<file path="src/rtl/mam_wb_pkg.sv">
// mam_wb_pkg: shared FSM state type and Wishbone CTI/BTE encodings
package mam_wb_pkg;
  typedef enum logic [2:0] {IDLE, WRITE, READ, DRAIN, RESP} state_e;
  localparam logic [2:0] CLASSIC = 3'b000;
  localparam logic [2:0] INCR = 3'b010;
  localparam logic [2:0] EOB = 3'b111;
  localparam logic [1:0] BTE_LINEAR = 2'b00;
  localparam logic [1:0] BTE_WRAP4 = 2'b01;
  localparam logic [1:0] BTE_WRAP8 = 2'b10;
  localparam logic [1:0] BTE_WRAP16 = 2'b11;
  function automatic logic [1:0] bte_of(input int wrap);
    return wrap == 4 ? BTE_WRAP4 : wrap == 8 ? BTE_WRAP8 : wrap == 16 ? BTE_WRAP16 : BTE_LINEAR;
  endfunction
endpackage

</file>
<file path="src/rtl/mam_wb_addr_gen.sv">
// mam_wb_addr_gen: beat address sequencing (linear or wrapping) and remaining-beat count
module mam_wb_addr_gen #(
  parameter int DATA_WIDTH = 16,
  parameter int ADDR_WIDTH = 32,
  parameter int WRAP_BEATS = 0
) (
  input  logic                  clk,
  input  logic                  rst,
  input  logic                  load_i,
  input  logic [ADDR_WIDTH-1:0] addr_i,
  input  logic [13:0]           beats_i,
  input  logic                  adv_i,
  input  logic                  dec_i,
  output logic [ADDR_WIDTH-1:0] addr_o,
  output logic                  last_o
);
  localparam logic [ADDR_WIDTH-1:0] STEP = ADDR_WIDTH'(DATA_WIDTH / 8);
  // only the bits inside one wrap window advance; all-ones mask gives a plain increment
  localparam logic [ADDR_WIDTH-1:0] MASK =
    WRAP_BEATS == 0 ? {ADDR_WIDTH{1'b1}} : ADDR_WIDTH'(WRAP_BEATS * DATA_WIDTH / 8 - 1);
  logic [ADDR_WIDTH-1:0] addr_q, addr_d;
  logic [13:0] cnt_q, cnt_d;
  assign addr_d = load_i ? addr_i : adv_i ? (addr_q & ~MASK) | ((addr_q + STEP) & MASK) : addr_q;
  assign cnt_d = load_i ? beats_i : dec_i && cnt_q != '0 ? cnt_q - 14'd1 : cnt_q;
  assign addr_o = addr_q;
  assign last_o = cnt_q == 14'd1;
  always_ff @(posedge clk) begin
    if (rst) begin
      addr_q <= '0;
      cnt_q <= '0;
    end else begin
      addr_q <= addr_d;
      cnt_q <= cnt_d;
    end
  end
endmodule

</file>
<file path="src/rtl/mam_wb_burst_if.sv">
// mam_wb_burst_if: request/stream front end issuing Wishbone B4 linear or wrapping bursts
module mam_wb_burst_if
  import mam_wb_pkg::*;
#(
  parameter int DATA_WIDTH = 16,
  parameter int ADDR_WIDTH = 32,
  parameter int WRAP_BEATS = 0,
  parameter int TIMEOUT = 255
) (
  input  logic                    CLK_I,
  input  logic                    RST_I,
  input  logic                    req_valid,
  output logic                    req_ready,
  input  logic                    req_rw,
  input  logic [ADDR_WIDTH-1:0]   req_addr,
  input  logic                    req_burst,
  input  logic [13:0]             req_beats,
  input  logic                    write_valid,
  output logic                    write_ready,
  input  logic [DATA_WIDTH-1:0]   write_data,
  input  logic [DATA_WIDTH/8-1:0] write_strb,
  output logic                    read_valid,
  input  logic                    read_ready,
  output logic [DATA_WIDTH-1:0]   read_data,
  output logic                    resp_valid,
  input  logic                    resp_ready,
  output logic                    resp_err,
  output logic                    CYC_O,
  output logic                    STB_O,
  output logic                    WE_O,
  output logic [ADDR_WIDTH-1:0]   ADR_O,
  output logic [DATA_WIDTH-1:0]   DAT_O,
  output logic [DATA_WIDTH/8-1:0] SEL_O,
  output logic [2:0]              CTI_O,
  output logic [1:0]              BTE_O,
  input  logic [DATA_WIDTH-1:0]   DAT_I,
  input  logic                    ACK_I,
  input  logic                    ERR_I
);
  state_e state_q;
  logic rw_q, burst_q, done_q, rvalid_q, err_q;
  logic [DATA_WIDTH-1:0] rbuf_q;
  logic [31:0] tmo_q;
  logic in_wr, in_rd, ack, err, tmo, fail, last, load, dec;
  logic [13:0] beats;
  // done_q drops the bus after the final read beat while the buffer still drains
  assign in_wr = state_q == WRITE;
  assign in_rd = state_q == READ && !done_q;
  assign CYC_O = in_wr || in_rd;
  assign STB_O = in_wr ? write_valid : in_rd && !rvalid_q;
  assign WE_O = CYC_O && rw_q;
  assign DAT_O = in_wr ? write_data : '0;
  assign SEL_O = in_wr ? write_strb : {(DATA_WIDTH/8){in_rd}};
  assign CTI_O = CYC_O && burst_q ? (last ? EOB : INCR) : CLASSIC;
  assign BTE_O = CYC_O ? bte_of(WRAP_BEATS) : BTE_LINEAR;
  assign ack = STB_O && ACK_I && !ERR_I;
  assign err = STB_O && ERR_I;
  assign tmo = TIMEOUT != 0 && STB_O && !ACK_I && !ERR_I && tmo_q == 32'(TIMEOUT - 1);
  assign fail = err || tmo;
  assign req_ready = state_q == IDLE;
  assign load = req_valid && req_ready;
  assign beats = req_burst && req_beats != '0 ? req_beats : 14'd1;
  // an errored write beat is retired so the producer's stream stays aligned with the count
  assign write_ready = in_wr ? ack || err : state_q == DRAIN;
  assign dec = ack || (in_wr && err) || (state_q == DRAIN && write_valid);
  assign read_valid = rvalid_q;
  assign read_data = rbuf_q;
  assign resp_valid = state_q == RESP;
  assign resp_err = resp_valid && err_q;
  mam_wb_addr_gen #(
    .DATA_WIDTH(DATA_WIDTH),
    .ADDR_WIDTH(ADDR_WIDTH),
    .WRAP_BEATS(WRAP_BEATS)
  ) u_addr_gen (
    .clk(CLK_I),
    .rst(RST_I),
    .load_i(load),
    .addr_i(req_addr),
    .beats_i(beats),
    .adv_i(ack),
    .dec_i(dec),
    .addr_o(ADR_O),
    .last_o(last)
  );
  always_ff @(posedge CLK_I) begin
    if (RST_I) begin
      state_q <= IDLE;
      rw_q <= 1'b0;
      burst_q <= 1'b0;
      done_q <= 1'b0;
      rvalid_q <= 1'b0;
      err_q <= 1'b0;
      rbuf_q <= '0;
      tmo_q <= '0;
    end else begin
      tmo_q <= STB_O && !ACK_I && !ERR_I ? tmo_q + 32'd1 : '0;
      if (read_valid && read_ready) rvalid_q <= 1'b0;
      case (state_q)
        IDLE: if (load) begin
          rw_q <= req_rw;
          burst_q <= req_burst && req_beats != '0;
          done_q <= 1'b0;
          err_q <= 1'b0;
          state_q <= req_rw ? WRITE : READ;
        end
        WRITE: if (fail) begin
          err_q <= 1'b1;
          state_q <= err && last ? RESP : DRAIN;
        end else if (ack && last) state_q <= RESP;
        DRAIN: if (write_valid && last) state_q <= RESP;
        READ: begin
          if (ack) begin
            rbuf_q <= DAT_I;
            rvalid_q <= 1'b1;
          end
          if ((ack && last) || fail) done_q <= 1'b1;
          if (fail) err_q <= 1'b1;
          if (done_q && !rvalid_q) state_q <= RESP;
        end
        RESP: if (resp_ready) state_q <= IDLE;
        default: state_q <= IDLE;
      endcase
    end
  end
endmodule
</file>
<file path="config.mk">
export PLATFORM = sky130hd
export DESIGN_NAME = mam_wb_burst_if
export DESIGN_NICKNAME = d
export VERILOG_FILES = /design/src/rtl/mam_wb_pkg.sv /design/src/rtl/mam_wb_addr_gen.sv /design/src/rtl/mam_wb_burst_if.sv
export SDC_FILE = /design/constraint.sdc
export NUM_CORES = 1
export LEC_CHECK = 0
export CORE_UTILIZATION = 45
export DETAILED_ROUTE_END_ITERATION = 10
export HOLD_SLACK_MARGIN = 0.02
export PLACE_DENSITY = 0.78
export SLEW_MARGIN = 0
export SYNTH_ARGS = -nofsm -noshare
export SYNTH_HDL_FRONTEND = slang
export SYNTH_SLANG_ARGS = --single-unit
</file>
<file path="constraint.sdc">
create_clock -name CLK_I -period 3.4 [get_ports CLK_I]
set_input_delay 0.51 -clock CLK_I [delete_from_list [all_inputs] [get_ports CLK_I]]
set_output_delay 0.51 -clock CLK_I [all_outputs]
set_load 0.05 [all_outputs]
</file>
==> results of run 1 <==
-- state kept, by name, indices dropped and copies added (netlist names) --
name and cells:
err_q 1, rw_q 1, read_data 16, read_valid 1
burst_q 1, state_q 3, u_addr_gen.cnt_q 14, u_addr_gen.addr_o 32
tmo_q 32, done_q 1
-- routing by layer --
layer,part of all wire,global-route usage
met1,0.46,0.301
met2,0.47,0.393
met3,0.059,0.0623
met4,0.012,0.0560
met5,0,0
-- cell type report --
class / count / area (µm²)
clock buffer: 11 / 233
clock inverter: 5 / 81.3
fill: 968 / 4040
inverter: 17 / 63.8
multi-input combinational: 526 / 3080
sequential: 102 / 2040
tap: 143 / 179
timing repair buffer: 177 / 1740
-- critical path: stages, from the launching register on --
cell	delay, ns
dfxtp_1	0.54
inv_1	0.14
or3_1	0.42
a21oi_2	0.20
and2_1	0.18
clkdlybuf4s50_1	0.83
-- where the power goes --
| group | internal [W] | leakage [nW] | switching, W |
|---|---|---|---|
| Sequential | 0.00143 | 0.832 | 0.000321 |
| Clock | 0.000647 | 0.150 | 0.000446 |
| Combinational | 0.00114 | 1.62 | 0.00195 |
| Total | 0.00322 | 2.60 | 0.00271 |
-- cells by family after synthesis --
| group | count (synthesis) | share of synthesized area |
|---|---|---|
| AND/OR/NAND/NOR | 337 | 0.310 |
| multiplexers | 1 | 0.00188 |
| XOR/XNOR | 59 | 0.0968 |
| flip-flops | 102 | 0.383 |
| other | 1 | 0.000703 |
| AO/OA/AOI/OAI | 122 | 0.154 |
| buffers and inverters | 57 | 0.0422 |
| adder cells (fa/ha/maj) | 5 | 0.0117 |
-- cells in the final DEF, fill, tap and decap left out, types with 3 or more instances in the layout --
cell and instances:
a211oi_1 29, a21oi_1 41, a221oi_1 4, a22o_1 3, a311oi_1 5, and2_1 22, and3_1 21, and4_1 7
buf_4 12, clkbuf_16 9, clkdlybuf4s50_1 162, dfxtp_1 102, ha_1 5, inv_1 17, nand2_1 79, nand2b_1 8
nand3_1 27, nand4_1 16, nor2_1 97, nor2b_1 4, nor3_1 22, nor4_1 11, o21ai_0 18, o221ai_1 3
or3_1 6, xnor2_1 29, xor2_1 30
-- final timing paths --
check | endpoint | startpoint | cells past startpoint | slack (ns)
worst max-delay path | WE_O | state_q[1]$_SDFFE_PP0P_ | 5 | 0.23
worst min-delay path | read_data[8]$_SDFFE_PP0P_ | read_data[8]$_SDFFE_PP0P_ | 2 | 0.46
worst max register to register | u_addr_gen.addr_o[18]$_SDFFE_PP0P_ | state_q[1]$_SDFFE_PP0P_ | 6 | 0.61
worst min register to register | read_data[8]$_SDFFE_PP0P_ | read_data[8]$_SDFFE_PP0P_ | 2 | 0.46
-- per-stage QoR --
stage	setup slack [ns]	total power, W
after floorplan	0.0401	0.00383
after global placement	0.542	0.00475
after detailed placement	0.429	0.00480
after CTS	0.126	0.00591
after global routing	0.141	0.00623
final	0.233	0.00593
==> reports/metrics.sh, run 1 <==
RUN_STATUS='completed'
POSTCTSRESIZEDCELLS=0
CLOCK_LATENCY_NS=0.35
ROW_COUNT=39
FINCLKSKEW_NS=0.0105
CTS_HTREE_LEVELS=3
DRT_FIRST_PASS_ITERS=5
DRC=0
CTS_SINKS=102
SYNTH-ASYNC-RESET-RATIO=0
FIN_WORST_HOLD_SLACK_NS=0.458
GRTUSAGETOTAL=0.235
SETUP_TNS_NS=0
SYNTH_FF_TYPE='dfxtp_1'
GPL.FINAL_WEIGHTED_CONGESTION=0.924
POWER-PER-CELL-AREA_nW_PER_UM2=799
MAX-CAP-VIOLATIONS=0
VDD.IR_DROP.WORST_V=0.000814
YOSYSSEQAREASHARE=0.383
FINALINSTANCEAREA_UM2=7420
CRITICAL_PATH_CLASS='flop to output pin'
DETAIL_ROUTE.WL_PER_CELL_UM=15.2
YOSYS.AREA.TOP_TYPE='dfxtp_1'
NUMBER_OF_BUFFERS_INSERTED_BY_POST_CTS_SETUP_REPAIR=0
WORST-ENDPOINT-REQUIRED_NS=2.89
SYNTHESIS.YOSYS.WARNINGS=0
DESIGN.FINAL.NETS=928
GRT_PASS1_VIAS=5162
AVGSYNTHCELLAREA_UM2=7.80
SYNTH_SEQ_CELLS=102
FINALNONFILLERCELLS=981
SYNTHTOLAYOUTAREAGROWTH_PCT=39.1
ANT_NETS=0
MIN_PERIOD_OVER_PERIOD=0.932
TIMING.FINAL.CRIT_PERIOD_NS=3.17
TIGHTESTPINTRANSITION_NS=0.874
FINALSETUPVIOLCOUNT=0
SYNTH_COMMON_CELLS='102 x dfxtp_1, 97 x nor2_1, 80 x nand2_1'
CRITICAL_PATH.ENDPOINT_TYPE='output pin'
IO_BUFFERS=166
DIE_H_UM=111
DRIVE_ABOVE_1_SHARE=0.0453
MAXIMUM_BUFFER_DEPTH_OF_THE_CLOCK_TREE=2
CTS_TREE='yes'
DPL.HPWL_UM=10900
PLACE_INST=965
ACHIEVABLE-FREQUENCY_MHz=316
DETAILROUTE.VIA_COUNT=5495
YOSYSMOSTFREQUENTCELL='dfxtp_1'
NUMBER_OF_ENDPOINTS_WITH_NEGATIVE_HOLD_SLACK_IN_THE_FINAL_REPORT=0
DIE_AREA_UM2=12300
CRITICAL_PATH_ARRIVAL_NS=2.66
LEAKAGEPOWER_nW=2.60
VIASPERCELL=5.60
CORE-AREA_UM2=11500
RSZ0062_AT_GRT='no'
INSERTEDDIODECOUNT=0
IOS=169
NETLIST-CELL-TYPE-COUNT=54
SYNTH.TOP_CELLS.BY_AREA='dfxtp_1 38%, nor2_1 6.8%, nand2_1 5.6%'
POST_CTS_CLOCK_SLEW_AT_THE_LAUNCH_AND_CAPTURE_REGISTERS_OF_THE_WORST_SETUP_AND_HOLD_PATHS_NS=0.06
POST_SYNTH_INST_COUNT=684
CRITPATHLAUNCHTYPE='flop'
CTS_INSERTED_BUFFERS=9
CTS_HOLD_BUF=0
HP-CLASS='flop to flop'
PLACED_AREA_UM2=7110
DETAIL_ROUTE.ITER0.VIOLATIONS=371
START_UTIL=0.465
SLEW-LIMIT-HEADROOM=0.412
COUNT_OF_FLIP_FLOPS_WITH_A_BUILT_IN_ENABLE_AFTER_SYNTHESIS=0
CRIT_FANOUT=12
NETLIST_AREA_UM2=5340
POSTROUTEWIRELENGTH_UM=14900
YOSYS.AREA.TOP_TYPE_SHARE=0.383
FINALCOREUTILIZATION=0.647
GRT_FIRST_PASS_WIRELENGTH_UM=24100
SLEW_VIOLATIONS=0
CLOCK_TREE.ROOT_CELL='clkbuf_16'
GLOBALROUTEOVERFLOWTOTAL=0
GRT_ANTENNA_BEFORE_REPAIR=0
PIN_COUNT_OF_THE_BIGGEST_NET_ENTERING_GLOBAL_ROUTING=66
DIE_WIDTH_UM=111
Note: power is estimated with default switching activity, not from simulation.
==> inputs of run 2 (changes only) <==
--- a/config.mk
+++ b/config.mk
@@ -7,6 +7,7 @@
 export LEC_CHECK = 0
 export CORE_UTILIZATION = 45
 export DETAILED_ROUTE_END_ITERATION = 10
+export GPL_ROUTABILITY_DRIVEN = 0
 export HOLD_SLACK_MARGIN = 0.02
 export PLACE_DENSITY = 0.78
 export SLEW_MARGIN = 0
==> reports/metrics.sh, run 2 (synthesis gave the netlist of run 1 again) <==
RUN_STATUS='completed'
SETUP_TNS_NS=0
START_UTIL=0.465
CRITICAL_PATH.REG2REG.STARTPOINT='state_q[1]$_SDFFE_PP0P_'
DIE_H_UM=111
DETAILROUTE.VIA_COUNT=5450
TIMING.HOLD.WORST.START='read_data[0]$_SDFFE_PP0P_'
CTS_HOLD_BUF=0
CLOCK_LATENCY_NS=0.34
POWER-PER-CELL-AREA_nW_PER_UM2=786
TIGHTESTPINTRANSITION_NS=1.03
GRT_ANTENNA_BEFORE_REPAIR=0
MOST-COMMON-LAYOUT-CELLS='162 x clkdlybuf4s50_1, 102 x dfxtp_1, 97 x nor2_1'
IOS=169
INSERTEDDIODECOUNT=0
SYNTHTOLAYOUTAREAGROWTH_PCT=38.3
MAX-CAP-VIOLATIONS=0
RRSETUPSLACK_NS=0.71
FINCLKSKEW_NS=0.0128
DETAIL_ROUTE.WL_PER_CELL_UM=15.4
RR_ENDPOINT='u_addr_gen.addr_o[15]$_SDFFE_PP0P_'
DPL.HPWL_UM=11000
WORST-ENDPOINT-REQUIRED_NS=2.89
GRT_FIRST_PASS_WIRELENGTH_UM=24900
HOLD_DEPTH=2
ACHIEVABLE-FREQUENCY_MHz=318
WORST_SLACK_NS=0.259
FINALNONFILLERCELLS=981
CTS_TREE='yes'
DIE_WIDTH_UM=111
VIASPERCELL=5.56
WORST_HOLD_PATH.ENDPOINT='read_data[0]$_SDFFE_PP0P_'
DETAIL_ROUTE.ITER0.VIOLATIONS=324
ROW_COUNT=39
GRTUSAGETOTAL=0.242
BUFFERS_INVERTERS_ON_CRITICAL_PATH=2
CORE-AREA_UM2=11500
TIMING.CRITICAL_PATH.MAX_DELAY_FAMILY='buffers and inverters'
ANT_NETS=0
DIE_AREA_UM2=12300
DRC=0
GLOBALROUTEOVERFLOWTOTAL=0
PIN_COUNT_OF_THE_BIGGEST_NET_ENTERING_GLOBAL_ROUTING=66
NUMBER_OF_ENDPOINTS_WITH_NEGATIVE_HOLD_SLACK_IN_THE_FINAL_REPORT=0
CTS_INSERTED_BUFFERS=9
CRITICAL_PATH.ENDPOINT_TYPE='output pin'
CRIT_FANOUT=12
DETAILEDPLACE.WORSTSLACK_NS=0.461
POST_CTS_CLOCK_SLEW_AT_THE_LAUNCH_AND_CAPTURE_REGISTERS_OF_THE_WORST_SETUP_AND_HOLD_PATHS_NS=0.07
POSTROUTEWIRELENGTH_UM=15100
MIN_PERIOD_OVER_PERIOD=0.924
FINAL_COMMON_CELL='clkdlybuf4s50_1'
DRT_FIRST_PASS_ITERS=5
CRITICAL_PATH.CELL_CHAIN='inv_1 -> or3_1 -> a21oi_2 -> and2_1 -> clkdlybuf4s50_1'
SLEW_VIOLATIONS=0
DESIGN.FINAL.NETS=928
PLACE_INST=965
GRT_PASS1_VIAS=5170
CRITICAL_PATH_ARRIVAL_NS=2.63
TIMING.FINAL.CRIT_PERIOD_NS=3.14
RSZ0062_AT_GRT='no'
CRITICAL_PATH_CLASS='flop to output pin'
VDD.IR_DROP.WORST_V=0.000812
MAXIMUM_BUFFER_DEPTH_OF_THE_CLOCK_TREE=2
LEAKAGEPOWER_nW=2.58
CRITPATHLAUNCHTYPE='flop'
IO_BUFFERS=166
CTS_HTREE_LEVELS=3
FINALSETUPVIOLCOUNT=0
FINAL.FILL_COUNT=969
SLEW-LIMIT-HEADROOM=0.308
CTS_SINKS=102
CLOCK_TREE.ROOT_CELL='clkbuf_16'
CRITPATHSLOWESTCELL='clkdlybuf4s50_1'
NUMBER_OF_BUFFERS_INSERTED_BY_POST_CTS_SETUP_REPAIR=0
DRIVE_ABOVE_1_SHARE=0.0453
WORST-R2R-CELL-COUNT=6
HP-CLASS='flop to flop'
CRITICAL-PATH-MAX-STAGE-DELAY_NS=0.83
-- run 2: worst register-to-register path: stages, from the launching register on --
cell and delay [ns]:
dfxtp_1 0.53, or4b_4 0.53, a2111oi_4 0.37, buf_4 0.31, nand3_2 0.21, or3_1 0.39, a311oi_1 0.27
-- run 2: cell type report --
| cell class | count | area [µm²] | area share |
|---|---|---|---|
| timing repair buffer | 177 | 1740 | 0.236 |
| sequential | 102 | 2040 | 0.277 |
| inverter | 17 | 63.8 | 0.00865 |
| clock inverter | 5 | 35.0 | 0.00475 |
| multi-input combinational | 526 | 3080 | 0.418 |
| clock buffer | 11 | 233 | 0.0315 |
| tap | 143 | 179 | 0.0242 |
-- run 2: power by group --
part	switching (W)	leakage, nW	internal [W]	total, W
Sequential	0.000323	0.832	0.00143	0.00176
Clock	0.000456	0.130	0.000499	0.000955
Combinational	0.00195	1.62	0.00114	0.00309
Total	0.00272	2.58	0.00308	0.00580
-- run 2: layer usage --
| layer | global-route usage | wire [µm] |
|---|---|---|
| met2 | 0.400 | 7120 |
| met1 | 0.320 | 6790 |
| met3 | 0.0492 | 919 |
| met5 | 0 | 0 |
| met4 | 0.0676 | 245 |
-- run 2: worst max path at each step --
stage,from,end,slack [ns],cells past startpoint
global placement,write_valid,u_addr_gen.addr_o[26]$_SDFFE_PP0P_,0.55,8
global route,state_q[1]$_SDFFE_PP0P_,WE_O,0.16,5
finish,state_q[1]$_SDFFE_PP0P_,WE_O,0.26,5
CTS,state_q[1]$_SDFFE_PP0P_,CTI_O[2],0.1,6
floorplan,read_valid$_SDFF_PP0_,write_ready,0.04,4
detailed placement,state_q[1]$_SDFFE_PP0P_,CTI_O[2],0.46,6
-- run 2: per-stage QoR --
| step | utilization | power, W | hold WS [ns] | instance area (µm²) |
|---|---|---|---|---|
| after floorplan | - | 0.00383 | 0.432 | 5350 |
| after global placement | 0.620 | 0.00476 | 0.443 | 7110 |
| after detailed placement | 0.620 | 0.00482 | 0.451 | 7110 |
| after CTS | 0.643 | 0.00579 | 0.459 | 7370 |
| after global routing | 0.643 | 0.00611 | 0.475 | 7380 |
| final | 0.643 | 0.00580 | 0.457 | 7380 |
-- run 2: repair_timing --
action                                 in CTS  in global routing
setup endpoints to repair                   0                  2
endpoints found under the hold margin       0                  0
gates resized for setup                     0                  2
==> inputs of run 3 (changes only) <==
--- a/config.mk
+++ b/config.mk
@@ -9,8 +9,9 @@
 export DETAILED_ROUTE_END_ITERATION = 10
 export GPL_ROUTABILITY_DRIVEN = 0
 export HOLD_SLACK_MARGIN = 0.02
+export MAX_ROUTING_LAYER = met4
 export PLACE_DENSITY = 0.78
-export SLEW_MARGIN = 0
+export SLEW_MARGIN = 20
 export SYNTH_ARGS = -nofsm -noshare
 export SYNTH_HDL_FRONTEND = slang
 export SYNTH_SLANG_ARGS = --single-unit
==> reports/metrics.sh, run 3 (synthesis gave the netlist of run 1 again) <==
RUN_STATUS='completed'
DRIVE_ABOVE_1_SHARE=0.0453
SYNTHTOLAYOUTAREAGROWTH_PCT=38.3
SLEW_VIOLATIONS=0
FIN_WORST_HOLD_SLACK_NS=0.457
FINALCOREUTILIZATION=0.643
POWER-PER-CELL-AREA_nW_PER_UM2=786
DRC=0
POST_CTS_CLOCK_SLEW_AT_THE_LAUNCH_AND_CAPTURE_REGISTERS_OF_THE_WORST_SETUP_AND_HOLD_PATHS_NS=0.07
ROUTED_WL_MET3_UM=918
CTS_INSERTED_BUFFERS=9
NUMBER_OF_BUFFERS_INSERTED_BY_POST_CTS_SETUP_REPAIR=0
GRTUSAGETOTAL=0.249
TIGHTESTPINTRANSITION_NS=1.02
VDD.IR_DROP.WORST_V=0.000814
DIE_H_UM=111
FINCLKSKEW_NS=0.0119
HIGHEST_LAYER='met4'
MAX-CAP-VIOLATIONS=0
WORST-ENDPOINT-REQUIRED_NS=2.89
CORE-AREA_UM2=11500
START_UTIL=0.465
CTS_SINKS=102
CTS_TREE='yes'
FINAL_COMMON_CELL='clkdlybuf4s50_1'
IOS=169
CRITPATHLAUNCHTYPE='flop'
DETAIL_ROUTE.WL_PER_CELL_UM=15.4
DETAIL_ROUTE.ITER0.VIOLATIONS=336
ACHIEVABLE-FREQUENCY_MHz=317
NUMBER_OF_ENDPOINTS_WITH_NEGATIVE_HOLD_SLACK_IN_THE_FINAL_REPORT=0
CRITICAL_PATH.ENDPOINT_TYPE='output pin'
CRIT_FANOUT=12
RSZ0062_AT_GRT='no'
ROW_COUNT=39
HP-CLASS='flop to flop'
CTS_HTREE_LEVELS=3
DIE_WIDTH_UM=111
TOTALPOWERFINAL_W=0.00580
CLOCK_TREE.ROOT_CELL='clkbuf_16'
MET2_WIRELENGTH_UM=7080
IO_BUFFERS=166
ROUTEDLENGTHMET1_UM=6840
DIE_AREA_UM2=12300
GRT_FIRST_PASS_WIRELENGTH_UM=24900
MIN_PERIOD_OVER_PERIOD=0.928
LEAKAGEPOWER_nW=2.58
SLEW-LIMIT-HEADROOM=0.315
FINALSETUPVIOLCOUNT=0
POSTROUTEWIRELENGTH_UM=15100
SETUP_TNS_NS=0
DRT_FIRST_PASS_ITERS=5
RRSETUPSLACK_NS=0.72
GRT_PASS1_VIAS=5168
CRITICAL_PATH_CLASS='flop to output pin'
DESIGN.FINAL.NETS=928
VIASPERCELL=5.57
CRITICAL_PATH_ARRIVAL_NS=2.64
INSERTEDDIODECOUNT=0
GLOBALROUTEOVERFLOWTOTAL=0
DPL.HPWL_UM=11000
MAXIMUM_BUFFER_DEPTH_OF_THE_CLOCK_TREE=2
GRT_ANTENNA_BEFORE_REPAIR=0
DETAILROUTE.VIA_COUNT=5466
PIN_COUNT_OF_THE_BIGGEST_NET_ENTERING_GLOBAL_ROUTING=66
MOST-COMMON-LAYOUT-CELLS='162 x clkdlybuf4s50_1, 102 x dfxtp_1, 97 x nor2_1'
CLOCK_LATENCY_NS=0.35
ANT_NETS=0
TIMING.FINAL.CRIT_PERIOD_NS=3.15
[run 3: cell counts in the layout (fill, tap and decap cells not counted)]
Identical to the previous run, type by type.
[run 3: critical path: stages, from the launching register on]
cell and delay [ns]:
dfxtp_1 0.53, inv_1 0.15, or3_1 0.42, a21oi_2 0.20, and2_1 0.18, clkdlybuf4s50_1 0.83
[run 3: worst paths after layout]
check,startpoint,end,cells past startpoint
hold reg to reg,read_data[0]$_SDFFE_PP0P_,read_data[0]$_SDFFE_PP0P_,2
setup reg to reg,state_q[1]$_SDFFE_PP0P_,u_addr_gen.addr_o[15]$_SDFFE_PP0P_,6
hold / removal,read_data[0]$_SDFFE_PP0P_,read_data[0]$_SDFFE_PP0P_,2
setup / recovery,state_q[1]$_SDFFE_PP0P_,WE_O,5
[run 3: area by class of cell]
type / instances / area (µm²)
Timing Repair Buffer: 177 / 1740
Multi-Input combinational cell: 526 / 3080
Sequential cell: 102 / 2040
Fill cell: 969 / 4090
Clock inverter: 5 / 35.0
Inverter: 17 / 63.8
Tap cell: 143 / 179
Clock buffer: 11 / 233
[run 3: routing by layer]
metal	global-route usage	vias to the layer above
met3	0.0465	25
met1	0.323	2548
met5	-	-
met2	0.399	214
li1	-	2679
met4	0.0676	0
[run 3: repair_timing]
| item | 4_1_cts | 5_1_grt |
|---|---|---|
| gates resized for setup | 0 | 2 |
| hold buffers | 0 | 0 |
| endpoints found under the setup margin | 0 | 2 |
[run 3: where the power goes]
part	total [W]	internal [W]	switching [W]
clock	0.000957	0.000499	0.000458
combinational	0.00309	0.00114	0.00195
sequential	0.00176	0.00143	0.000323
[run 3: metrics by stage]
| step | std cells | area [µm²] | setup WS (ns) |
|---|---|---|---|
| after floorplan | 685 | 5350 | 0.0401 |
| after global placement | 965 | 7110 | 0.552 |
| after detailed placement | 965 | 7110 | 0.461 |
| after CTS | 981 | 7370 | 0.0970 |
| after global routing | 981 | 7380 | 0.160 |
| final | 981 | 7380 | 0.246 |
